[src/rtl/bcd_to_bin_seq.sv]
// ---------------------------------------------------------------------------
// bcd_to_bin_seq
//
// Sequential packed-BCD to binary converter (reverse double-dabble).
// Each SHIFT cycle performs one iteration: the whole work register
// {bcd, bin} is shifted right by one bit. Then every BCD digit field that
// reads 8 or more has 3 subtracted. After BIN_W iterations the binary field
// holds the result and the BCD field has drained to zero.
//
// Handshake: i_Start is sampled only in IDLE. It is a request, not a
// valid/ready pair. Accepting a legal request raises o_Busy on the same edge.
// o_Busy stays high until the completion edge. On that edge o_Busy falls and
// o_Done pulses for one cycle with o_Bin updated. An illegal request (any
// digit > 9) is answered on the accepting edge itself with o_Done and o_Err,
// and o_Busy never rises. Because the FSM is already in IDLE during the
// o_Done cycle, a request presented in that cycle is accepted.
//
// Ports:
//   i_Clk        clock, rising edge
//   i_Rst        synchronous active-high reset, priority over i_Start
//   i_Start      conversion request (sampled only while idle)
//   i_Bcd        packed BCD input, ones digit in [3:0]
//   o_Bin        last converted binary value (registered)
//   o_Busy       conversion in progress (state == SHIFT)
//   o_Done       one-cycle completion pulse (valid result or error)
//   o_Err        last accepted request held an illegal digit
//   o_StateDbg   current FSM state (0 = IDLE, 1 = SHIFT) for observation
// ---------------------------------------------------------------------------
module bcd_to_bin_seq #(
   parameter int DIGITS = 2,
   parameter int BIN_W  = 7
) (
   input  logic                  i_Clk,
   input  logic                  i_Rst,
   input  logic                  i_Start,
   input  logic [4*DIGITS-1:0]   i_Bcd,
   output logic [BIN_W-1:0]      o_Bin,
   output logic                  o_Busy,
   output logic                  o_Done,
   output logic                  o_Err,
   output logic                  o_StateDbg
);

   localparam int WORK_W = 4*DIGITS + BIN_W;
   // The counter only has to hold 0..BIN_W-1.
   localparam int CNT_W = (BIN_W > 2) ? $clog2(BIN_W) : 1;
   localparam logic [CNT_W-1:0] LAST_CNT = CNT_W'(BIN_W-1);

   typedef enum logic {
      IDLE  = 1'b0,
      SHIFT = 1'b1
   } state_t;

   state_t              state;
   logic [WORK_W-1:0]   work;
   logic [WORK_W-1:0]   shifted;
   logic [WORK_W-1:0]   corrected;
   logic [CNT_W-1:0]    cnt;
   logic                bcdBad;

   assign o_StateDbg = state;

   // Any digit above 9 makes the request illegal.
   always_comb begin
      bcdBad = 1'b0;
      for (int d = 0; d < DIGITS; d++) begin
         if (i_Bcd[4*d +: 4] > 4'd9) bcdBad = 1'b1;
      end
   end

   // One iteration: shift right, then correct all digit fields in parallel.
   // A digit reading 8+ after the shift was a 10+ weight before it, so
   // subtracting 3 restores a valid BCD digit (the reverse of add-3).
   always_comb begin
      shifted   = work >> 1;
      corrected = shifted;
      for (int d = 0; d < DIGITS; d++) begin
         if (shifted[BIN_W + 4*d +: 4] >= 4'd8) begin
            corrected[BIN_W + 4*d +: 4] = shifted[BIN_W + 4*d +: 4] - 4'd3;
         end
      end
   end

   always_ff @(posedge i_Clk) begin
      if (i_Rst) begin
         state  <= IDLE;
         work   <= '0;
         cnt    <= '0;
         o_Bin  <= '0;
         o_Busy <= 1'b0;
         o_Done <= 1'b0;
         o_Err  <= 1'b0;
      end else begin
         o_Done <= 1'b0;
         case (state)
            IDLE: begin
               if (i_Start) begin
                  if (bcdBad) begin
                     // Rejected without ever becoming busy; o_Bin keeps
                     // the previous result.
                     o_Err  <= 1'b1;
                     o_Done <= 1'b1;
                  end else begin
                     work   <= {i_Bcd, {BIN_W{1'b0}}};
                     cnt    <= '0;
                     o_Err  <= 1'b0;
                     o_Busy <= 1'b1;
                     state  <= SHIFT;
                  end
               end
            end
            SHIFT: begin
               work <= corrected;
               cnt  <= cnt + CNT_W'(1);
               if (cnt == LAST_CNT) begin
                  o_Bin  <= corrected[BIN_W-1:0];
                  o_Done <= 1'b1;
                  o_Busy <= 1'b0;
                  state  <= IDLE;
               end
            end
            default: begin
               state  <= IDLE;
               o_Busy <= 1'b0;
            end
         endcase
      end
   end

endmodule

[config.mk]
export PLATFORM = sky130hd
export DESIGN_NAME = bcd_to_bin_seq
export DESIGN_NICKNAME = d
export VERILOG_FILES = /design/src/rtl/bcd_to_bin_seq.sv
export SDC_FILE = /design/constraint.sdc
export NUM_CORES = 1
export LEC_CHECK = 0
export CORE_MARGIN = 2
export CORE_UTILIZATION = 52
export CTS_CLUSTER_SIZE = 14
export DETAILED_ROUTE_END_ITERATION = 7
export GPL_ROUTABILITY_DRIVEN = 0
export GPL_TIMING_DRIVEN = 0
export PLACE_DENSITY = 0.87
export SLEW_MARGIN = 10
export SYNTH_ARGS = -nofsm -noshare
export SYNTH_HDL_FRONTEND = slang
export SYNTH_SLANG_ARGS = --single-unit
[constraint.sdc]
create_clock -name i_Clk -period 1.7 [get_ports i_Clk]
set_input_delay 0.34 -clock i_Clk [delete_from_list [all_inputs] [get_ports i_Clk]]
set_output_delay 0.34 -clock i_Clk [all_outputs]
set_load 0.02 [all_outputs]
### Yosys cells after proc, flatten, opt, wreduce, memory -nomap -nowiden

Cells that the tools add are included.

* shift operators: 0
* $add $sub $neg: 3
* divide/modulo/power cells: 0
* bitwise gates (word level): 1
* reduce and logical (&&, ||, !) cells: 4
* eq/ne operators: 4
* mux-type cells: 22
* $mul: 0
* $lt $le $gt $ge: 4

Operators with widths (number)
* two-way mux 15 bit: 2
* one-hot mux 15 bit (2 select lines): 1
* two-way mux 1 bit: 11
* greater-than comparator 4 bit, second input constant: 2
* two-way mux 4 bit: 2
* two-way mux 3 bit: 2
* one-hot mux 1 bit (2 select lines): 3
* one-hot mux 3 bit (2 select lines): 1
* AND reduction 2 bit: 3
* greater-or-equal comparator 3 x 4 -> 1 bit, second input constant: 1
* greater-or-equal comparator 4 bit, second input constant: 1
* inequality test 2 bit, second input constant: 2
* subtractor 3 x 2 -> 4 bit, second input constant: 1
* subtractor 4 x 2 -> 4 bit, second input constant: 1
* adder 3 x 1 -> 3 bit, second input constant: 1
* equality test 3 bit, second input constant: 1
* AND reduction 3 bit: 1
* inequality test 2 x 1 -> 1 bit, second input constant: 1
* NOT 1 bit: 1

* logic and storage cells: 45
* bits in read-only memories: 0
* memory bits (writable): 0
* flip-flop bits (word level): 29
* memories kept: 0
* bits in latches: 0

### Longest topological paths before layout

* depth after elaboration: 6
* depth in mapped cells: 6
* mapped depth without buffers: 5

### Worst setup path after synthesis

OpenSTA, ideal clock, no wires.

* path kind: in2reg
* from: in i_Bcd[2]
* to: reg cnt[0]
* data required time: 1.568 ns
* buffers on the path: 2
* arrival time: 1.089 ns
* setup slack: 0.479 ns
* cell stages on the path: 5
* cells stage by stage: o21a_1 -> buf_6 -> buf_8 -> o311ai_1 -> a21oi_1

* cells in the longest elaborated chain, start to end: 5

Ends and longest elaborated chain
* start: declaration: RTL line 36 `input logic [4*DIGITS-1:0] i_Bcd,`
* greater-than comparator 4 bit: RTL line 67 `if (i_Bcd[4*d +: 4] > 4'd9) bcdBad = 1'b1;`
* two-way mux 1 bit (2 in series): RTL line 67
* inequality test 2 bit (no source line)
* AND reduction 2 bit (no source line)
* end signal: assignment: RTL line 114 `cnt <= cnt + CNT_W'(1);`
* end: declaration: RTL line 58 `logic [CNT_W-1:0] cnt;`

Every way passes these cells.
A chain may end at the register's enable or synchronous reset.

### Final worst setup path

* from: reg o_Err
* to: out o_Err

RTL lines
* start: declaration: RTL line 40 `output logic o_Err,`
* start signal: assignment: RTL line 92 `o_Err <= 1'b0;`
* start signal: assignment: RTL line 101 `o_Err <= 1'b1;`
* start signal: assignment: RTL line 106 `o_Err <= 1'b0;`

No word-level cell between the ends.

==> metrics.yaml <==
cpPeakStageDelay_ns: 0.61
hold_end: "work[14]"
crit_buf_inv: 1
multi_input_area_um2: 648
syn2layout_area_growth_pct: 20.9
busiest_layer: "met2"
hold_depth: 3
grt_util_met3: 0.0301
htreeDepth: 1
min-delay-start: "i_Start"
final_common_cell: "dfxtp_1"
drt_pass1_iterations: 4
r2r_setup_slack_ns: 0.35
cts.sinks: 28
dr.first_iter.drc_count: 40
post_cts_resized: 0
reg2reg_from: "o_StateDbg"
finalHoldViolations: 0
synth_cell_types: 36
synthCells: 152
finalInstanceArea_um2: 1620
fp.dieArea_um2: 3000
ir_drop_uv: 709
viasPerCell: 6.12
crit_path_end_kind: "output port"
yosysTopAreaCell: "dfxtp_1"
placementRows: 18
synth_edf_count: 0
tightest_slew_ns: 0.511
cts-root-buf: "clkbuf_4"
grt_pass1_wl_mm: 4.93
place_area_um2: 1570
antenna_found_initial: 0
p_per_area_nw_per_um2: 827
wl_mm: 3.04
cp_top_family: "buffers and inverters"
max_cap_violations: 0
critPathKind: "flop to output port"
grt.overflow.total: 0
most-common-layout-cells: "dfxtp_1 (28), nand2_1 (24), clkdlybuf4s50_1 (19)"
seq_area_frac_synth: 0.418
slew_headroom: 0.659
cts_hold_buf: 0
fmax_mhz: 608
start_util: 0.546
routedWlPerCell_um: 14.8
setup_viol: 0
post-dp-hpwl_mm: 2.07
synth_seq_cells: 28
nNetsFinal: 191
outcome: "finished clean"
rsz0062_at_grt: "no"
worstSkewPairLatency_ns: 0.33
first_global_vias: 1070
yosysWarningCount: 0
maxSlewViolCount: 0
cts_buffers: 3
crit_fanout: 2
synth_area_leaders: "dfxtp_1 (42%), nand2_1 (6.7%), a21oi_1 (6.3%)"
clk_pin_slew_ns: 0.15
fillers: 211
syn_area_per_cell_um2: 8.82
synth_area_um2: 1340
fin_crit_sh: 0.968
drive_gt1_frac: 0.109
required_ns: 1.36
ios: 22
coreArea_um2: 2450
finalClockSkew_ns: 0.00267
synth_top_area_frac: 0.418
hold_path.class: "input pin to flop"
synth_nets: 167
place.port_buffers: 19
r2r_end: "o_Err"
arrival_ns: 1.30
vias: 1254
die_w_um: 54.8
cp_slowest_cell: "clkdlybuf4s50_1"
seqCellArea_um2: 561
total_power_mw: 1.34
leakage_nw: 0.559
met1_usage: 0.315
cts_setup_buffers: 0
grt_use_total: 0.229
synthArstFlopShare: 0
r2r.worst_path.cells: 4
cts_tree: "yes"
setup-tns-final_ns: 0
synth_top_flop_cell: "dfxtp_1"
antenna_cells: 0
worstSetupStartpointType: "flop"
crit_chain: "clkdlybuf4s50_1"
drc: 0
fin_crit_ns: 1.64
clockBufferDepth: 2
grtUsageMet2: 0.341
grt_max_degree: 17
fp.dieH_um: 54.8
postRouteAntennaNets: 0
## cell usage after synthesis, types with 3 or more instances
library cell	instances
clkbuf_1	4
dfxtp_1	28
a41oi_1	4
a221oi_1	4
o311ai_0	3
a31oi_1	4
a21oi_1	17
o31ai_1	5
nand4_1	4
nand2_1	24
ha_1	4
buf_4	4
buf_2	4
o311ai_1	8
inv_1	8
## cells by family (layout without fill, tap and decap cells)
group,Yosys count,in the layout,synth area share
AO/OA/AOI/OAI,55,55,0.294
XOR/XNOR,2,2,0.0131
adder cells (fa/ha/maj),4,4,0.0373
buffers and inverters,23,46,0.0989
flip-flops,28,28,0.418
multiplexers,1,1,0.00839
AND/OR/NAND/NOR,39,39,0.131
## stage by stage
step	hold WS (ns)	utilization	cells	worst slack, ns
after detailed placement	0.447	0.639	201	-0.0930
final	0.336	0.661	205	0.0552
after global routing	0.366	0.661	205	0.00586
after floorplan	0.432	-	152	0.479
after CTS	0.326	0.661	205	0.0409
after global placement	0.442	0.639	201	-0.0405
## registers in the layout (all words and copies together), names as in the netlist
| name | count |
|---|---|
| o_Done | 1 |
| o_Bin | 7 |
| o_StateDbg | 1 |
| work | 14 |
| o_Busy | 1 |
| cnt | 3 |
| o_Err | 1 |
## area by class of cell
cell class / count / area share
Clock inverter: 1 / 0.0185
Sequential cell: 28 / 0.346
Clock buffer: 3 / 0.0139
Timing Repair Buffer: 19 / 0.117
Tap cell: 30 / 0.0231
Buffer: 15 / 0.0633
Inverter: 8 / 0.0185
Multi-Input combinational cell: 101 / 0.400
## power breakdown
part | switching [mW] | internal, mW
clock network | 0.197 | 0.239
registers | 0.0190 | 0.680
logic | 0.116 | 0.0904
total | 0.332 | 1.01
## worst max path at each step
stage	slack, ns	depth (start not counted)	endpoint	start
global route	0.006	1	o_Bin[0]	o_Bin[0]
floorplan	0.48	5	cnt[0]	i_Bcd[2]
global placement	-0.04	6	cnt[1]	i_Bcd[2]
CTS	0.04	1	o_Err	o_Err
finish	0.06	1	o_Err	o_Err
detailed placement	-0.09	6	work[1]	i_Bcd[2]
## metal layers
layer	part of all wire	wire [um]
met2	0.48	1460
met3	0.044	134
met5	0	0
met1	0.43	1310
met4	0.042	128
## worst reg2reg max path: cells and delay by family (launching register included)
family / cells / cell delay [ns]
buffers and inverters: 1 / 0.16
DFF: 1 / 0.34
AOI/OAI and AO/OA: 1 / 0.26
and+or+nand+nor: 2 / 0.52
Power figures use the tool's default switching activity.
